--- config.mk ---
export PLATFORM = sky130hd
export DESIGN_NAME = mux_rr_arbiter
export DESIGN_NICKNAME = d
export VERILOG_FILES = /design/src/rtl/mux_pkg.sv /design/src/rtl/mux4_sel.sv /design/src/rtl/mux_rr_arbiter.sv
export SDC_FILE = /design/constraint.sdc
export NUM_CORES = 1
export LEC_CHECK = 0
export BUFFER_PORTS_ARGS = -buffer_cell sky130_fd_sc_hd__buf_4
export CAP_MARGIN = 20
export CELL_PAD_IN_SITES_DETAIL_PLACEMENT = 0
export CELL_PAD_IN_SITES_GLOBAL_PLACEMENT = 2
export CORE_MARGIN = 4
export CORE_UTILIZATION = 33
export CTS_CLUSTER_SIZE = 16
export DETAILED_ROUTE_END_ITERATION = 7
export PLACE_DENSITY_LB_ADDON = 0.1
export SETUP_SLACK_MARGIN = 0.15
export SLEW_MARGIN = 20
export SYNTH_ARGS = -nofsm -noshare
export SYNTH_HDL_FRONTEND = slang
export SYNTH_HIERARCHICAL = 1
export SYNTH_SLANG_ARGS = --single-unit
--- constraint.sdc ---
create_clock -name clk -period 3.39 [get_ports clk]
set_input_delay 0.1695 -clock clk [delete_from_list [all_inputs] [get_ports clk]]
set_output_delay 0.1695 -clock clk [all_outputs]
set_load 0.01 [all_outputs]
--- src/rtl/mux_pkg.sv ---
// ============================================================================
// Module      : mux_pkg
// Description : Shared widths and FSM state encoding for the 4:1 mux arbiter.
// Revision    : 1.0 - initial release
// ============================================================================
`default_nettype none

package mux_pkg;
    localparam int SEL_W = 2;
    localparam int N_REQ = 4;

    localparam logic [0:0] ST_IDLE  = 1'b0;
    localparam logic [0:0] ST_GRANT = 1'b1;
endpackage : mux_pkg

`default_nettype wire

--- src/rtl/mux4_sel.sv ---
// ============================================================================
// Module      : mux4_sel
// Description : Combinational DATA_W-wide 4:1 select mux.
// Revision    : 1.0 - initial release
// ============================================================================
`default_nettype none

module mux4_sel
    import mux_pkg::*;
#(
    parameter int DATA_W = 1
) (
    input  logic [DATA_W-1:0] x0,
    input  logic [DATA_W-1:0] x1,
    input  logic [DATA_W-1:0] x2,
    input  logic [DATA_W-1:0] x3,
    input  logic [SEL_W-1:0]  sel,
    output logic [DATA_W-1:0] y
);

    always_comb begin
        y = x0;
        case (sel)
            2'd0:    y = x0;
            2'd1:    y = x1;
            2'd2:    y = x2;
            2'd3:    y = x3;
            default: y = x0;
        endcase
    end

endmodule : mux4_sel

`default_nettype wire

--- src/rtl/mux_rr_arbiter.sv ---
// ============================================================================
// Module      : mux_rr_arbiter
// Description : Round-robin arbiter owning the select of a 4:1 mux, with a
//               bounded hold counter per ownership.
// Revision    : 1.0 - initial release
// ============================================================================
`default_nettype none

module mux_rr_arbiter
    import mux_pkg::*;
#(
    parameter int DATA_W   = 1,
    parameter int HOLD_MAX = 8
) (
    input  logic              clk,
    input  logic              rst_n,
    input  logic [N_REQ-1:0]  req,
    input  logic [DATA_W-1:0] x0,
    input  logic [DATA_W-1:0] x1,
    input  logic [DATA_W-1:0] x2,
    input  logic [DATA_W-1:0] x3,
    output logic [N_REQ-1:0]  gnt,
    output logic [SEL_W-1:0]  sel,
    output logic [DATA_W-1:0] m,
    output logic              m_valid
);

    localparam int              CNT_W     = (HOLD_MAX > 1) ? $clog2(HOLD_MAX) : 1;
    localparam logic [CNT_W-1:0] c_cnt_max = CNT_W'(HOLD_MAX - 1);

    // Returns {found, index} of the first set bit scanning start, start+1, ... mod 4.
    function automatic logic [SEL_W:0] next_owner(
        input logic [N_REQ-1:0] req_v,
        input logic [SEL_W-1:0] start
    );
        logic [SEL_W:0]   result;
        logic [SEL_W-1:0] idx;
        result = '0;
        for (int k = N_REQ - 1; k >= 0; k--) begin
            idx = start + SEL_W'(k);
            if (req_v[idx]) result = {1'b1, idx};
        end
        return result;
    endfunction

    logic [0:0]        r_state;
    logic [N_REQ-1:0]  r_gnt;
    logic [SEL_W-1:0]  r_sel;
    logic [SEL_W-1:0]  r_ptr;
    logic [CNT_W-1:0]  r_cnt;
    logic              r_valid;

    logic [0:0]        w_state_nxt;
    logic [N_REQ-1:0]  w_gnt_nxt;
    logic [SEL_W-1:0]  w_sel_nxt;
    logic [SEL_W-1:0]  w_ptr_nxt;
    logic [CNT_W-1:0]  w_cnt_nxt;
    logic [N_REQ-1:0]  w_scan_req;
    logic [SEL_W-1:0]  w_scan_start;
    logic [SEL_W:0]    w_pick;
    logic              w_take;
    logic [DATA_W-1:0] w_y;

    always_ff @(posedge clk or negedge rst_n) begin
        if (!rst_n) begin
            r_state <= ST_IDLE;
            r_gnt   <= '0;
            r_sel   <= '0;
            r_ptr   <= '0;
            r_cnt   <= '0;
            r_valid <= 1'b0;
        end else begin
            r_state <= w_state_nxt;
            r_gnt   <= w_gnt_nxt;
            r_sel   <= w_sel_nxt;
            r_ptr   <= w_ptr_nxt;
            r_cnt   <= w_cnt_nxt;
            r_valid <= |w_gnt_nxt;
        end
    end

    // While granted, the owner is masked out and scanned last (start at owner+1).
    assign w_scan_req   = (r_state == ST_IDLE) ? req : (req & ~r_gnt);
    assign w_scan_start = (r_state == ST_IDLE) ? r_ptr : (r_sel + SEL_W'(1));
    assign w_pick       = next_owner(w_scan_req, w_scan_start);

    always_comb begin
        w_state_nxt = r_state;
        w_gnt_nxt   = r_gnt;
        w_sel_nxt   = r_sel;
        w_ptr_nxt   = r_ptr;
        w_cnt_nxt   = r_cnt;
        w_take      = 1'b0;
        case (r_state)
            ST_IDLE: begin
                w_take = w_pick[SEL_W];
            end
            ST_GRANT: begin
                if (!req[r_sel]) begin
                    w_take = w_pick[SEL_W];
                    if (!w_pick[SEL_W]) begin
                        w_state_nxt = ST_IDLE;
                        w_gnt_nxt   = '0;
                    end
                end else if ((r_cnt == c_cnt_max) && w_pick[SEL_W]) begin
                    w_take = 1'b1;
                end else if (r_cnt != c_cnt_max) begin
                    w_cnt_nxt = r_cnt + CNT_W'(1);
                end
            end
            default: begin
                w_state_nxt = ST_IDLE;
                w_gnt_nxt   = '0;
            end
        endcase
        if (w_take) begin
            w_state_nxt = ST_GRANT;
            w_gnt_nxt   = N_REQ'(1) << w_pick[SEL_W-1:0];
            w_sel_nxt   = w_pick[SEL_W-1:0];
            w_ptr_nxt   = w_pick[SEL_W-1:0] + SEL_W'(1);
            w_cnt_nxt   = '0;
        end
    end

    mux4_sel #(
        .DATA_W (DATA_W)
    ) u_mux (
        .x0  (x0),
        .x1  (x1),
        .x2  (x2),
        .x3  (x3),
        .sel (r_sel),
        .y   (w_y)
    );

    always_comb begin
        gnt     = r_gnt;
        sel     = r_sel;
        m_valid = r_valid;
        m       = r_valid ? w_y : '0;
    end

endmodule : mux_rr_arbiter

`default_nettype wire
==> results_dict.tcl <==
set metrics [dict create \
    status "finished, final reports clean" \
    fin_setup_tns_ns 0 \
    tightest_slew_ns 0.6308 \
    grt_pass1_wl_um 3795 \
    multiInputGateArea_sq_um 550.5 \
    placement.io_buffers 17 \
    ir_worst_vdd_mv 0.5080 \
    drt-wirelength-per-cell_um 15.57 \
    cp_max_fo 13 \
    root_buffer "clkbuf_4" \
    antenna_found_initial 0 \
    antenna_cells 0 \
    r2r_slack_ns 0.68 \
    core_area_sq_um 2567 \
    clk_pin_slew_worst_paths_ns 0.08 \
    grt_remaining_overflow 0 \
    hold_ws_ns 0.2686 \
    avgSynthCellArea_sq_um 10.05 \
    grt_pass1_vias 770 \
    start_util_pct 35.62 \
    wl_um 2180 \
    async_flop_share_pct 100.0 \
    vias 740 \
    hold_path.class "in -> async" \
    cts.sinks 13 \
    cts_buffers 3 \
    placed_area_sq_um 1067 \
    clkLatencyLatePin_ns 0.28 \
    synth_top_area_cell "dfrtp_1" \
    cp.arrival_ns 2.86 \
    r2r_start "r_state" \
    max-slew-margin-rel_pct 57.86 \
    fin_worst_skew_ns 0.001023 \
    setup_violations 0 \
    critPathCaptureType "flip-flop" \
    cts_setup_buffers 0 \
    yosysWarnings 6 \
    final_cell_area_sq_um 1104 \
    die_w_um 60.65 \
    fillers 253 \
    die_h_um 60.65 \
    grt_use_total_pct 13.89 \
    path_class "reg -> reg" \
    synth_edf_count 0 \
    area_growth_pct 20.66 \
    drt_first_pass_iters 4 \
    rsz0062_at_grt "false" \
    clock_path_buffers 2 \
    num-nets-final 127 \
    yosys-top-cells-area "dfrtp_1 36%, ha_1 8.2%, a221oi_2 4.9%" \
    reg2reg_depth 8 \
    yosys-top-cells-count "13 x dfrtp_1, 7 x inv_1, 7 x nand2_1, 7 x nand3_1, 7 x o21ai_0" \
    syn-cell-area_sq_um 914.6 \
    drive_gt1_share_pct 32.73 \
    synth.most_common_cell "dfrtp_1" \
    cap_violations 0 \
    grt_max_degree 14 \
    synth_top_area_share_pct 35.57 \
    r2r_end "m_valid" \
    fin_crit_sh_pct 79.86 \
    dieArea_sq_um 3678 \
    cp.required_ns 3.55 \
    fmax_ghz 0.3694 \
    ys_ff_latch 13 \
    gp_congestion 0.7148 \
    cts_tree "built" \
    p_leak_nw 0.4991 \
    finalMaxSlewViolations 0 \
    syn-num-nets 107 \
    dp_hpwl_um 1707 \
    drc 0 \
    rows 18 \
    synth_cell_types 34 \
    htreeDepth 1 \
    setup.worst_path.start_class "flip-flop" \
    register_area_sq_um 325.3 \
    synth_cells 91 \
    route.antenna.remaining_nets 0 \
    synth_flop_cell "dfrtp_1" \
    min_period_ns 2.707 \
    via_per_inst 5.286 \
    ios 18 \
    power_density_nw_per_um2 1027 \
    hold_violations 0 \
    initialDrtViolationCount 11 \
    ys_seq_area_share_pct 35.57 \
]
-- cell type report --
class                           instances  share of cell area (%)
Multi-Input combinational cell         68                   49.89
Tap cell                               30                   3.401
Inverter                                7                   2.381
Clock buffer                            4                   2.381
Sequential cell                        13                   29.48
Timing Repair Buffer                   18                   12.47
-- cells in the final DEF, fill, tap and decap left out, drive strengths merged --
cell type    count
inv              7
dfrtp           13
nand2            8
or3              1
o21ai            8
a211oi           4
a21oi            2
a21bo            1
nor2             5
or4              1
a21o             2
o2bb2ai          1
xnor2            1
ha               6
a221oi           4
nand2b           2
and2             2
nor2b            3
o221a            1
a21boi           1
a31oi            1
clkbuf           4
mux4             2
dlygate4sd3      1
o221ai           1
a221o            1
buf             17
nand3            7
mux2             3
-- timing repair --
item | in CTS | in global routing
hold buffers | 1 | 0
endpoints found under the hold margin | 13 | 0
gates resized for setup | 0 | 0
-- logic make-up after synthesis --
group / after synthesis / synth area share [%]
flops: 13 / 35.57
simple gates: 29 / 17.37
compound gates: 27 / 25.03
fa+ha+maj: 6 / 8.208
buf+inv: 10 / 4.240
xor+xnor: 1 / 0.9578
mux: 5 / 8.618
-- stage by stage --
| stage | worst slack [ns] | utilization, % | power, mW | instances |
|---|---|---|---|---|
| 6_report | 0.6826 | 42.98 | 1.133 | 140 |
| 4_1_cts | 0.6911 | 42.98 | 1.147 | 140 |
| 3_3_place_gp | 0.8218 | 41.57 | 1.049 | 135 |
| 2_1_floorplan | 1.006 | - | 0.8358 | 91 |
| 3_5_place_dp | 0.7039 | 41.57 | 1.039 | 135 |
| 5_1_grt | 0.4340 | 42.98 | 1.263 | 140 |
-- per-layer routing --
layer / routed length (um) / track usage (%)
met2: 946 / 21.68
met5: 0 / 0
met1: 1044 / 19.48
met3: 177 / 4.043
met4: 11 / 2.167
-- power breakdown --
group | leakage (nW) | total [mW] | internal, mW | switching (mW)
registers | 0.155 | 0.315 | 0.230 | 0.0848
logic | 0.329 | 0.719 | 0.336 | 0.384
clock network | 0.0150 | 0.0988 | 0.0457 | 0.0531
total | 0.499 | 1.13 | 0.612 | 0.522
-- worst max path at each step --
stage,from,to
detailed placement,r_state,m_valid
finish,r_state,m_valid
CTS,r_state,m_valid
floorplan,r_state,m_valid
global placement,sel[0],m_valid
global route,r_state,m_valid
-- worst max-delay path: stages, from the launching register on --
cell and delay [ns]:
dfrtp_1 0.58, a21boi_1 0.19, nand2b_1 0.32, a31oi_1 0.38, inv_1 0.11, ha_1 0.22, a211oi_1 0.22, a221oi_2 0.07
or4_1 0.48
-- registers in the layout, summed over array words and instances, names as in the netlist --
register,cells
m_valid,1
r_state,1
r_ptr,2
r_cnt,3
gnt,4
sel,2
Note: power is estimated with default switching activity, not from simulation.
